**src/rtl/alu_pkg.sv**
```systemverilog
// Shared definitions for the ALU front-end: control encodings, flag positions
// and the arbiter state type.
package alu_pkg;

    localparam logic [3:0] ALU_ADD      = 4'b0000;
    localparam logic [3:0] ALU_SUB      = 4'b0001;
    localparam logic [3:0] ALU_AND      = 4'b0010;
    localparam logic [3:0] ALU_OR       = 4'b0011;
    localparam logic [3:0] ALU_XOR      = 4'b0100;
    localparam logic [3:0] ALU_NOT      = 4'b0101;
    localparam logic [3:0] ALU_SLL      = 4'b0110;
    localparam logic [3:0] ALU_SRL      = 4'b0111;
    localparam logic [3:0] ALU_MOV      = 4'b1000;
    localparam logic [3:0] ALU_CTRL_MAX = 4'b1000;

    localparam int FLAG_N = 3;
    localparam int FLAG_Z = 2;
    localparam int FLAG_C = 1;
    localparam int FLAG_V = 0;

    typedef enum logic [1:0] {
        IDLE,
        EXEC,
        RESP
    } arb_state_t;

    function automatic logic ctrl_illegal(input logic [3:0] ctrl);
        return ctrl > ALU_CTRL_MAX;
    endfunction

endpackage

```
**src/rtl/alu_arbiter_rr_arb2.sv**
```systemverilog
// Two-way round-robin grant: a lone requester always wins, a tie goes to the
// requester that was not granted last.
module rr_arb2 (
    input  logic [1:0] req,
    input  logic       last_grant,
    output logic [1:0] grant
);

    always_comb begin
        grant = 2'b00;
        case (req)
            2'b01:   grant = 2'b01;
            2'b10:   grant = 2'b10;
            2'b11:   grant = last_grant ? 2'b01 : 2'b10;
            default: grant = 2'b00;
        endcase
    end

endmodule

```
**src/rtl/alu_arbiter.sv**
```systemverilog
// Shares one combinational ALU between two requesters: round-robin request
// accept, one registered execute cycle, then a held tagged response.
module alu_arbiter
    import alu_pkg::*;
#(
    parameter int WIDTH = 32,
    parameter int CNT_W = 16
) (
    input  logic             clk,
    input  logic             rst_n,
    input  logic [1:0]       req_valid,
    output logic [1:0]       req_ready,
    input  logic [WIDTH-1:0] req_a0,
    input  logic [WIDTH-1:0] req_b0,
    input  logic [3:0]       req_ctrl0,
    input  logic [WIDTH-1:0] req_a1,
    input  logic [WIDTH-1:0] req_b1,
    input  logic [3:0]       req_ctrl1,
    output logic [WIDTH-1:0] alu_a,
    output logic [WIDTH-1:0] alu_b,
    output logic [3:0]       alu_control,
    input  logic [WIDTH-1:0] alu_result,
    input  logic [3:0]       alu_flags,
    output logic             rsp_valid,
    input  logic             rsp_ready,
    output logic             rsp_id,
    output logic [WIDTH-1:0] rsp_result,
    output logic [3:0]       rsp_flags,
    output logic             rsp_err,
    output logic             busy,
    output logic [CNT_W-1:0] op_count
);

    arb_state_t       state, state_nxt;
    logic             last_grant;
    logic [1:0]       grant;
    logic             op_id;
    logic             op_err;
    logic             req_fire;
    logic             rsp_fire;
    logic [WIDTH-1:0] sel_a, sel_b;
    logic [3:0]       sel_ctrl;

    rr_arb2 u_rr (
        .req        (req_valid),
        .last_grant (last_grant),
        .grant      (grant)
    );

    assign sel_a    = grant[1] ? req_a1    : req_a0;
    assign sel_b    = grant[1] ? req_b1    : req_b0;
    assign sel_ctrl = grant[1] ? req_ctrl1 : req_ctrl0;
    assign req_fire = |req_ready;
    assign rsp_fire = rsp_valid & rsp_ready;

    always_ff @(posedge clk or negedge rst_n) begin
        if (!rst_n) state <= IDLE;
        else        state <= state_nxt;
    end

    // req_ready is masked by rst_n so it reads zero while reset is held
    always_comb begin
        state_nxt = state;
        req_ready = 2'b00;
        rsp_valid = 1'b0;
        busy      = (state != IDLE);
        case (state)
            IDLE: begin
                if (rst_n) req_ready = grant;
                if (rst_n && (grant != 2'b00)) state_nxt = EXEC;
            end
            EXEC: state_nxt = RESP;
            RESP: begin
                rsp_valid = 1'b1;
                if (rsp_ready) state_nxt = IDLE;
            end
            default: state_nxt = IDLE;
        endcase
    end

    // The operand registers are the ALU drive, so the ALU inputs hold between ops
    always_ff @(posedge clk or negedge rst_n) begin
        if (!rst_n) begin
            alu_a       <= '0;
            alu_b       <= '0;
            alu_control <= ALU_ADD;
            op_id       <= 1'b0;
            op_err      <= 1'b0;
            last_grant  <= 1'b1;
            rsp_id      <= 1'b0;
            rsp_result  <= '0;
            rsp_flags   <= 4'b0000;
            rsp_err     <= 1'b0;
            op_count    <= '0;
        end else begin
            if (req_fire) begin
                alu_a       <= sel_a;
                alu_b       <= sel_b;
                alu_control <= ctrl_illegal(sel_ctrl) ? ALU_ADD : sel_ctrl;
                op_err      <= ctrl_illegal(sel_ctrl);
                op_id       <= grant[1];
                last_grant  <= grant[1];
            end
            if (state == EXEC) begin
                rsp_id     <= op_id;
                rsp_err    <= op_err;
                rsp_result <= op_err ? '0 : alu_result;
                rsp_flags  <= op_err ? 4'b0000 : alu_flags;
            end
            if (rsp_fire) op_count <= op_count + CNT_W'(1);
        end
    end

endmodule
```
**config.mk**
```make
export PLATFORM = sky130hd
export DESIGN_NAME = alu_arbiter
export DESIGN_NICKNAME = d
export VERILOG_FILES = /design/src/rtl/alu_pkg.sv /design/src/rtl/alu_arbiter_rr_arb2.sv /design/src/rtl/alu_arbiter.sv
export SDC_FILE = /design/constraint.sdc
export NUM_CORES = 1
export LEC_CHECK = 0
export ABC_AREA = 1
export BUFFER_PORTS_ARGS = -buffer_cell sky130_fd_sc_hd__buf_2
export CORE_ASPECT_RATIO = 0.8
export CORE_MARGIN = 2
export CORE_UTILIZATION = 35
export CTS_CLUSTER_SIZE = 28
export DETAILED_ROUTE_END_ITERATION = 12
export PLACE_DENSITY = 0.62
export SYNTH_ARGS = -nofsm -noshare
export SYNTH_HDL_FRONTEND = slang
export SYNTH_SLANG_ARGS = --single-unit
```
**constraint.sdc**
```tcl
create_clock -name clk -period 3.42 [get_ports clk]
set_clock_uncertainty 0.15 [all_clocks]
set_input_delay 0.513 -clock clk [delete_from_list [all_inputs] [get_ports clk]]
set_output_delay 0.513 -clock clk [all_outputs]
set_load 0.01 [all_outputs]
```
==> results.md, run 1 <==
- Outcome: completed
- Finish-stage setup viols: 0
- Synth Area in Compound Gates: 18.6%
- Iter 0 DRT Violations: 267
- Total power: 6.27 mW
- Storage cell area: 3180 um2
- Port Buf Inserts: 302
- Most Used Layer, Global Route: met2
- Avg Cell Area, Syn: 9.21 um2
- Root buf cell: clkbuf_16
- Sw Pwr: 2.20 mW
- Grt ovf: 0
- Final worst path period need: 2.45 ns
- Hold EP: rsp_result[1]$_DFFE_PN0N_
- FILL cells: 1522
- Dominant cells by area after synthesis: dfrtp_1, o21ai_0, nand2_1
- WL/cell: 14.8 um
- Num ports: 303
- Final Wtd Congestion: 0.826
- Die height: 116 um
- GR Util met2: 30.6%
- Clock buffer depth: 2
- Maximum VDD drop: 0.403 mV
- Clock Pin Slew Worst Setup and Hold Paths: 0.06 ns
- CP required: 2.76 ns
- Cts repair resizes: 0
- Reg2reg end: op_err$_DFFE_PN0P_
- P_int: 4.08 mW
- Count of final hold-check violations: 0
- Fin Hold WS: 0.174 ns
- Critical Path AT: 1.79 ns
- Critical Path Start Type: flip-flop
- Leading area contributor after synthesis: dfrtp_1
- Clk Latency, worst-skew pair: 0.41 ns
- Antenna violations before repair: 0
- Area of the multi-input gates: 2030 um2
- # rows: 41
- Inserted Clock Buffers: 17
- Post-synthesis mux area share: 0%
- Post-CTS Setup Repair Bufs: 0
- Reg-to-reg slack, setup: 1.06 ns
- Dpl hpwl: 11700 um
- H-tree depth: 4
- Yosys warns: 0
- Hold path start: alu_result[1]
- Clock share of power: 28.8%
- Routed Antenna Nets: 0
- Hold Crit Depth: 2
- Via Count: 5299
- Remaining routing DRC violations: 0
- Max_cap viols: 0
- R2R cell count: 9
- Met1 Use GR: 25.8%
- First-pass GRT wire length: 25100 um
- Synth unique cells: 28
- Initial core utilization: 35.4%
- Post-Synthesis Cell Area: 5510 um2
- DR pass1 iterations: 4
- Crit Reg-Reg Startpoint: state[1]$_DFFE_PN0P_
- Vias per std cell: 4.72
- Comb pwr share: 31.8%
- Largest family of logic cells by synthesized area: compound AO/OA/AOI/OAI gates
- Synth Area in Adders: 0.227%
- Crit-path max FO: 24
- Pwr dens: 807 nW/um2
- Number of global-route vias before repair: 4847
- Pin count of the biggest net entering global routing: 82
- Layout cells sized above 1: 39.0%
- Area Overhead vs Synth: 41.0%
- Post-synthesis simple-gate area fraction: 16.1%
- Commonest non-fill, non-tap cell in the layout: buf_2
- Synth Register Bits: 127
- Leading cell types in the layout, fill and taps excluded: buf_2, dfrtp_1, nand2_1
- Unrepaired setup endpoints after global routing: no
- Setup TNS: 0 ns
- Xor/xnor cell area share of the yosys netlist: 1.91%
- Syn_nets: 777
- Final period util: 71.8%
- CTS tree: built
- Headroom to the max-slew limit: 32.2%
- Total global-route track usage: 19.4%
- Crit end category: primary output
- Die Width: 144 um
- Synth Instances: 599
- Synth top area share: 57.2%
- F_max: 0.407 GHz
- Worst Hold Class: in -> reg
- LEAKAGE: 4.16 nW
- Met3 Use GR: 5.62%
- Nets: 1072
- Antenna cells: 0
- Sequential power share: 39.4%
- CTS Hold Bufs: 0
- Drt total wl: 16600 um
- Placeable Area: 15600 um2
- Die area: 16800 um2
- Worst-Margin Slew: 1.02 ns
- Post-synthesis sequential area ratio: 57.7%
- Final number of max-transition violations: 0
- Crit path kind: reg -> out
- Clk sinks: 127
- Switching share of power: 35.0%
per-stage QoR:
step	cell area, um2	std cells	worst slack, ns	utilization (%)
2_1_floorplan	5510	599	1.70	-
3_3_place_gp	7180	1090	0.997	46.0
3_5_place_dp	7180	1090	1.01	46.0
4_1_cts	7780	1122	0.906	49.9
5_1_grt	7780	1122	0.810	49.9
6_report	7780	1122	0.966	49.9
critical path, stage by stage, from the launching register on:
cell     delay, ns
dfstp_2       0.57
nand3_1       0.10
nand2_2       0.43
nor2_1        0.11
buf_2         0.17
worst max-delay path by stage:
stage	startpoint	endpoint	slack (ns)	cells after the start
2_1_floorplan	req_valid[1]	req_ready[0]	1.70	4
3_3_place_gp	rst_n	op_err$_DFFE_PN0P_	1.0	9
3_5_place_dp	rst_n	op_err$_DFFE_PN0P_	1.01	9
4_1_cts	last_grant$_DFFE_PN1P_	req_ready[1]	0.91	4
5_1_grt	state[1]$_DFFE_PN0P_	op_err$_DFFE_PN0P_	0.81	9
6_report	last_grant$_DFFE_PN1P_	req_ready[1]	0.97	4
per-layer routing:
| layer | routed length (um) | up-vias | share of wire, % |
|---|---|---|---|
| met5 | 0 | - | 0 |
| met4 | 345 | 0 | 2.1 |
| met3 | 1290 | 28 | 7.8 |
| met2 | 7510 | 219 | 45 |
| met1 | 7440 | 2464 | 45 |
| li1 | - | 2588 | - |
sequential cells by signal, indices dropped and copies added (netlist names):
| name | cells |
|---|---|
| op_count | 16 |
| rsp_id | 1 |
| state | 2 |
| alu_control | 4 |
| op_id | 1 |
| rsp_flags | 4 |
| alu_a | 32 |
| rsp_result | 32 |
| alu_b | 32 |
| last_grant | 1 |
| rsp_err | 1 |
| op_err | 1 |
cells in the mapped netlist, drive strengths merged:
cell type  instances
dfstp              1
a22o              36
nand3             10
buf               26
o21ai            136
nor3               5
nor2              88
ha                 1
o22ai              1
nand4              3
a21oi              1
dfrtp            126
inv               28
xnor2              4
xor2               8
clkbuf             9
o21bai             1
nand2            114
nand3b             1
final cells by class:
class / instances / share of cell area (%)
Tap cell: 215 / 3.46
Sequential cell: 127 / 40.9
Clock buffer: 18 / 5.65
Clock inverter: 14 / 2.03
Inverter: 28 / 1.35
Multi-Input combinational cell: 409 / 26.1
Timing Repair Buffer: 311 / 20.5
power by group through the flow:
stage	sequential (mW)	clock (mW)	combinational, mW
final	2.47	1.81	2.00
after global routing	2.56	1.92	2.23
after CTS	2.47	1.84	2.03
after detailed placement	2.48	0	2.03
after global placement	2.49	0	2.01
after floorplan	2.75	0	0.774
cells by family (layout without fill, tap and decap cells):
group,count (synthesis),in the layout
DFF,127,127
adders and majority gates,1,1
and+or+nand+nor,221,221
xor gates and xnor gates,12,12
AOI/OAI and AO/OA,175,175
buffers and inverters,63,371
No activity file was read; power rests on OpenSTA's default activity.
==> run 2: changes to the inputs <==
--- a/config.mk
+++ b/config.mk
@@ -12,7 +12,7 @@
 export CORE_UTILIZATION = 35
 export CTS_CLUSTER_SIZE = 28
 export DETAILED_ROUTE_END_ITERATION = 12
-export PLACE_DENSITY = 0.62
+export PLACE_DENSITY = 0.65
 export SYNTH_ARGS = -nofsm -noshare
 export SYNTH_HDL_FRONTEND = slang
 export SYNTH_SLANG_ARGS = --single-unit
==> constraint.sdc (replaced) <==
create_clock -name clk -period 2 [get_ports clk]
set_clock_uncertainty 0.15 [all_clocks]
set_input_delay 0.3 -clock clk [delete_from_list [all_inputs] [get_ports clk]]
set_output_delay 0.3 -clock clk [all_outputs]
set_load 0.01 [all_outputs]
==> results.md, run 2 (synthesis gave the netlist of run 1 again) <==
- Vias per std cell: 4.71 (-0.26%)
- Inserted Clock Buffers: 17 (unchanged)
- Drt total wl: 18000 um (+8.2%)
- Root buf cell: clkbuf_16
- # rows: 41 (unchanged)
- Final worst path period need: 1.95 ns
- CTS tree: built
- Iter 0 DRT Violations: 323 (+21%)
- Worst-Margin Slew: 0.681 ns (-0.336 ns)
- Final Wtd Congestion: 0.794 (-3.9%)
- Final period util: 97.5%
- Met1 Use GR: 25.8% (-0.045 points)
- Met3 Use GR: 6.72% (+1.1 points)
- Port Buf Inserts: 302 (unchanged)
- Worst Hold Class: in -> reg
- Unrepaired setup endpoints after global routing: no
- Die height: 116 um (unchanged)
- H-tree depth: 4 (unchanged)
- Layout cells sized above 1: 36.2% (-2.8 points)
- Grt ovf: 0 (unchanged)
- Pwr dens: 1270 nW/um2 (+58%)
- Critical Path Start Type: input pin
- Count of final hold-check violations: 0 (unchanged)
- Reg-to-reg slack, setup: 0.27 ns (-0.79 ns)
- Nets: 1154 (+7.6%)
- Outcome: completed
- Remaining routing DRC violations: 0 (unchanged)
- Initial core utilization: 35.4% (unchanged)
- Routed Antenna Nets: 0 (unchanged)
- Area Overhead vs Synth: 57.0%
- First-pass GRT wire length: 27000 um (+7.7%)
- Final number of max-transition violations: 0 (unchanged)
- Antenna violations before repair: 0 (unchanged)
- Number of global-route vias before repair: 5402 (+11%)
- GR Util met2: 34.5% (+3.9 points)
- Via Count: 5667 (+6.9%)
- WL/cell: 14.9 um (+0.89%)
- Critical Path AT: 1.50 ns (-0.29 ns)
- Post-CTS Setup Repair Bufs: 0 (unchanged)
- LEAKAGE: 4.54 nW (+9.1%)
- Die area: 16800 um2 (unchanged)
- Total global-route track usage: 20.8% (+1.4 points)
- Pin count of the biggest net entering global routing: 128 (+56%)
- Max_cap viols: 0 (unchanged)
- Total power: 11.0 mW (+76%)
- Die Width: 144 um (unchanged)
- Maximum VDD drop: 0.570 mV (+41%)
- DR pass1 iterations: 5 (+1)
- Top flop regs: alu_a (32), alu_b (32), rsp_result (32)
- Crit-path max FO: 3 (-88%)
- Headroom to the max-slew limit: 54.6% (+22 points)
- Leading cell types in the layout, fill and taps excluded: buf_2, dfrtp_1, nand2_1
- F_max: 0.513 GHz
- Num ports: 303 (unchanged)
- Crit end category: primary output
- Placeable Area: 15600 um2 (unchanged)
- Antenna cells: 0 (unchanged)
- Commonest non-fill, non-tap cell in the layout: buf_2
- Finish-stage setup viols: 0 (unchanged)
- Clock buffer depth: 2 (unchanged)
- Clock Pin Slew Worst Setup and Hold Paths: 0.06 ns (about the same)
- Most Used Layer, Global Route: met2
- Crit path kind: in -> out
- Clk sinks: 127 (unchanged)
- Clk Latency, worst-skew pair: 0.41 ns (about the same)
- CP required: 1.55 ns (-1.21 ns)
- Setup TNS: 0 ns (unchanged)
- Dpl hpwl: 11800 um (+0.93%)
==> run 2: changes by cell type in the layout (fill, tap and decap cells not counted), sizes merged <==
cell	before	now
buf	311	315
dlygate4sd3	0	78
clkinvlp	3	1
inv	31	29
clkinv	6	8
bufinv	2	3
==> run 2: layout make-up <==
cell class | count | area [um2]
Sequential cell | 127 | 3180
Multi-Input combinational cell | 409 | 2040
Tap cell | 215 | 269
Inverter | 28 | 105
Timing Repair Buffer | 393 | 2450
Clock inverter | 13 | 165
Clock buffer | 18 | 439
Fill cell | 1410 | 6940
==> run 2: what timing repair did <==
| action | CTS | global route |
|---|---|---|
| cloned | 0 | 0 |
| hold buffers | 78 | 0 |
| endpoints found under the setup margin | 2 | 1 |
| pin swaps | 0 | 1 |
| hold endpoints to repair | 203 | 0 |
| gates resized for setup | 2 | 0 |
==> run 2: worst max-delay path, stage by stage <==
cell	delay (ns)
dlygate4sd3_1	0.54
buf_4	0.15
nand3_2	0.13
nor3_2	0.22
buf_2	0.16
==> run 2: final timing paths <==
kind,end,cells past startpoint,startpoint
worst max-delay path,req_ready[0],5,rst_n
worst min-delay path,alu_b[20]$_DFFE_PN0P_,3,req_b1[20]
worst max register to register,alu_b[19]$_DFFE_PN0P_,6,state[1]$_DFFE_PN0P_
worst min register to register,alu_control[1]$_DFFE_PN0P_,2,alu_control[1]$_DFFE_PN0P_
max in group asynchronous,alu_b[16]$_DFFE_PN0P_,3,rst_n
min in group asynchronous,rsp_result[20]$_DFFE_PN0N_,3,rst_n
==> run 2: metal layers <==
layer / vias to the layer above / routed length [um] / part of all wire (%)
li1: 2755 / - / -
met1: 2656 / 7450 / 42
met2: 231 / 8640 / 48
met3: 25 / 1560 / 8.7
met4: 0 / 300 / 1.7
met5: - / 0 / 0
==> run 2: report_power, final <==
group	switching, mW	total, mW	internal, mW
combinational	2.01	3.64	1.63
clock	1.16	3.15	1.99
sequential	0.625	4.23	3.61
==> run 2: stage by stage <==
stage / setup slack, ns / utilization [%] / hold WS (ns) / instance area, um2 / std cells
after floorplan: 0.496 / - / -0.146 / 5510 / 599
after global placement: 0.305 / 46.6 / 0.309 / 7260 / 1094
after detailed placement: 0.279 / 46.6 / 0.318 / 7260 / 1094
after CTS: 0.0291 / 55.5 / 0.000828 / 8660 / 1203
after global routing: 0.000660 / 55.5 / 0.00850 / 8660 / 1203
final: 0.0499 / 55.5 / 0.0159 / 8660 / 1203
==> run 3: changes to the inputs <==
--- a/config.mk
+++ b/config.mk
@@ -6,13 +6,13 @@
 export NUM_CORES = 1
 export LEC_CHECK = 0
 export ABC_AREA = 1
-export BUFFER_PORTS_ARGS = -buffer_cell sky130_fd_sc_hd__buf_2
 export CORE_ASPECT_RATIO = 0.8
 export CORE_MARGIN = 2
 export CORE_UTILIZATION = 35
 export CTS_CLUSTER_SIZE = 28
 export DETAILED_ROUTE_END_ITERATION = 12
-export PLACE_DENSITY = 0.65
+export DONT_BUFFER_PORTS = 1
+export PLACE_DENSITY = 0.48
 export SYNTH_ARGS = -nofsm -noshare
 export SYNTH_HDL_FRONTEND = slang
 export SYNTH_SLANG_ARGS = --single-unit
==> results.md, run 3 (synthesis gave the netlist of run 1 again) <==
- Total power: 9.96 mW (-9.6%)
- Inserted Clock Buffers: 17 (unchanged)
- Finish-stage setup viols: 0 (unchanged)
- LEAKAGE: 3.63 nW (-20%)
- Grt ovf: 0 (unchanged)
- Crit path kind: reg -> out
- Routed Antenna Nets: 0 (unchanged)
- Crit-path max FO: 15 (+12)
- Final period util: 95.9% (-1.6 points)
- Count of final hold-check violations: 128 (+128)
- Leading cell types in the layout, fill and taps excluded: dlygate4sd3_1, dfrtp_1, nand2_1
- Total global-route track usage: 20.0% (-0.84 points)
- Final number of max-transition violations: 0 (unchanged)
- Layout cells sized above 1: 8.11% (-28 points)
- # rows: 41 (unchanged)
- Critical Path AT: 1.47 ns (-0.03 ns)
- Met1 Use GR: 22.9% (-2.9 points)
- Final Wtd Congestion: 0.865 (+9.0%)
- Worst-Margin Slew: 0.468 ns (-0.213 ns)
- GR Util met2: 33.9% (-0.54 points)
- Die area: 16800 um2 (unchanged)
- Fin Hold WS: -0.574 ns (-0.590 ns)
- Commonest non-fill, non-tap cell in the layout: dlygate4sd3_1
- Iter 0 DRT Violations: 332 (+2.8%)
- Critical Path Start Type: flip-flop
- Maximum VDD drop: 0.554 mV (-2.8%)
- Port Buf Inserts: 0 (-100%)
- Dpl hpwl: 10700 um (-9.1%)
- Remaining routing DRC violations: 0 (unchanged)
- Most Used Layer, Global Route: met2
- First-pass GRT wire length: 25800 um (-4.6%)
- CTS tree: built
- Critical path's largest stage delay: 0.56 ns (+0.02 ns)
- Top flop regs: alu_a (32), alu_b (32), rsp_result (32)
- Pin count of the biggest net entering global routing: 129 (+0.78%)
- Antenna violations before repair: 0 (unchanged)
- Die Width: 144 um (unchanged)
- Initial core utilization: 35.4% (unchanged)
- CP required: 1.55 ns (about the same)
- Clk sinks: 127 (unchanged)
- Nets: 942 (-18%)
- Failing checks: hold timing
- Reg2reg end: alu_b[18]$_DFFE_PN0P_
- Clk Latency, worst-skew pair: 0.42 ns (about the same)
- F_max: 0.521 GHz (+1.6%)
- Crit-path cells: a21oi_4 > buf_12 > nor3_4 > buf_6
- DR pass1 iterations: 7 (+2)
- Clock Pin Slew Worst Setup and Hold Paths: 0.06 ns (about the same)
- Num ports: 303 (unchanged)
- Drt total wl: 17900 um (-0.18%)
- Unrepaired setup endpoints after global routing: no
- Pwr dens: 1240 nW/um2 (-2.5%)
- Outcome: finished, violations left
- WL/cell: 18.1 um (+21%)
- Root buf cell: clkbuf_16
- Crit end category: primary output
- Worst Hold Class: in -> async
- Crit Reg-Reg Startpoint: state[1]$_DFFE_PN0P_
- R2R cell count: 6 (unchanged)
- Reg-to-reg slack, setup: 0.17 ns (-0.10 ns)
- Antenna cells: 0 (unchanged)
- Placeable Area: 15600 um2 (unchanged)
- Met3 Use GR: 6.72% (unchanged)
- H-tree depth: 4 (unchanged)
- Headroom to the max-slew limit: 68.8% (+14 points)
- Via Count: 5081 (-10%)
- Max_cap viols: 0 (unchanged)
- Number of global-route vias before repair: 4877 (-9.7%)
- Vias per std cell: 5.12 (+8.7%)
- Area Overhead vs Synth: 45.5%
- CP max stage cell: dfstp_2
- Setup TNS: 0 ns (unchanged)
- Final worst path period need: 1.92 ns (-0.0313 ns)
- Clock buffer depth: 2 (unchanged)
- Die height: 116 um (unchanged)
[run 3: cell count changes in the layout (fill, tap and decap cells not counted), sizes merged]
cell and delta:
buf -298, dlygate4sd3 +84, clkinv -5, inv +8
clkbuf +1, bufinv -3, clkinvlp +2
[run 3: critical path, delay by kind of cell, from the launching register on]
kind / cells / cell delay, ns
flops: 1 / 0.56
buf+inv: 2 / 0.29
compound gates: 1 / 0.08
simple gates: 1 / 0.13
[run 3: what timing repair did]
action	4_1_cts	5_1_grt
endpoints found under the setup margin	2	2
gates cloned	0	2
buffers inserted	0	4
hold buffers	161	1
hold endpoints to repair	229	128
pin swaps	0	2
gates resized for setup	4	0
[run 3: stage by stage]
step / utilization (%) / setup WS (ns) / std cells / hold slack [ns] / area (um2)
after floorplan: - / 0.496 / 599 / -0.146 / 5510
after global placement: 36.8 / 0.297 / 792 / -0.142 / 5730
after detailed placement: 36.8 / 0.271 / 792 / -0.142 / 5730
after CTS: 50.9 / -0.0167 / 985 / -0.598 / 7930
after global routing: 51.5 / 0.00501 / 992 / -0.608 / 8020
final: 51.5 / 0.0812 / 992 / -0.574 / 8020
[run 3: power by group]
| group | leakage [nW] | internal [mW] | total (mW) | switching [mW] |
|---|---|---|---|---|
| combinational | 1.75 | 0.994 | 2.02 | 1.02 |
| sequential | 1.61 | 3.61 | 5.00 | 1.39 |
| clock | 0.270 | 1.64 | 2.95 | 1.30 |
[run 3: worst max-delay path by stage]
stage	start	slack [ns]	cells after the start	end
3_5_place_dp	last_grant$_DFFE_PN1P_	0.27	5	alu_b[27]$_DFFE_PN0P_
4_1_cts	last_grant$_DFFE_PN1P_	-0.02	4	req_ready[0]
2_1_floorplan	op_count[0]$_DFFE_PN0P_	0.50	6	op_count[12]$_DFFE_PN0P_
3_3_place_gp	last_grant$_DFFE_PN1P_	0.30	4	req_ready[0]
5_1_grt	last_grant$_DFFE_PN1P_	0.005	4	req_ready[0]
6_report	last_grant$_DFFE_PN1P_	0.08	4	req_ready[0]
[run 3: per-layer routing]
metal / routed length [um] / share of wire [%] / vias up
met3: 1660 / 9.3 / 36
met2: 8720 / 49 / 292
met1: 7030 / 39 / 2420
met5: 0 / 0 / -
li1: - / - / 2333
met4: 510 / 2.8 / 0
[run 3: final cells by class]
class | instances | area (um2)
fillers | 1411 | 7570
flip-flops and latches | 127 | 3180
inverters | 28 | 105
clock inverters | 15 | 143
well taps | 215 | 269
repair buffers | 181 | 1850
clock buffers | 17 | 425
multi-input cells | 409 | 2050
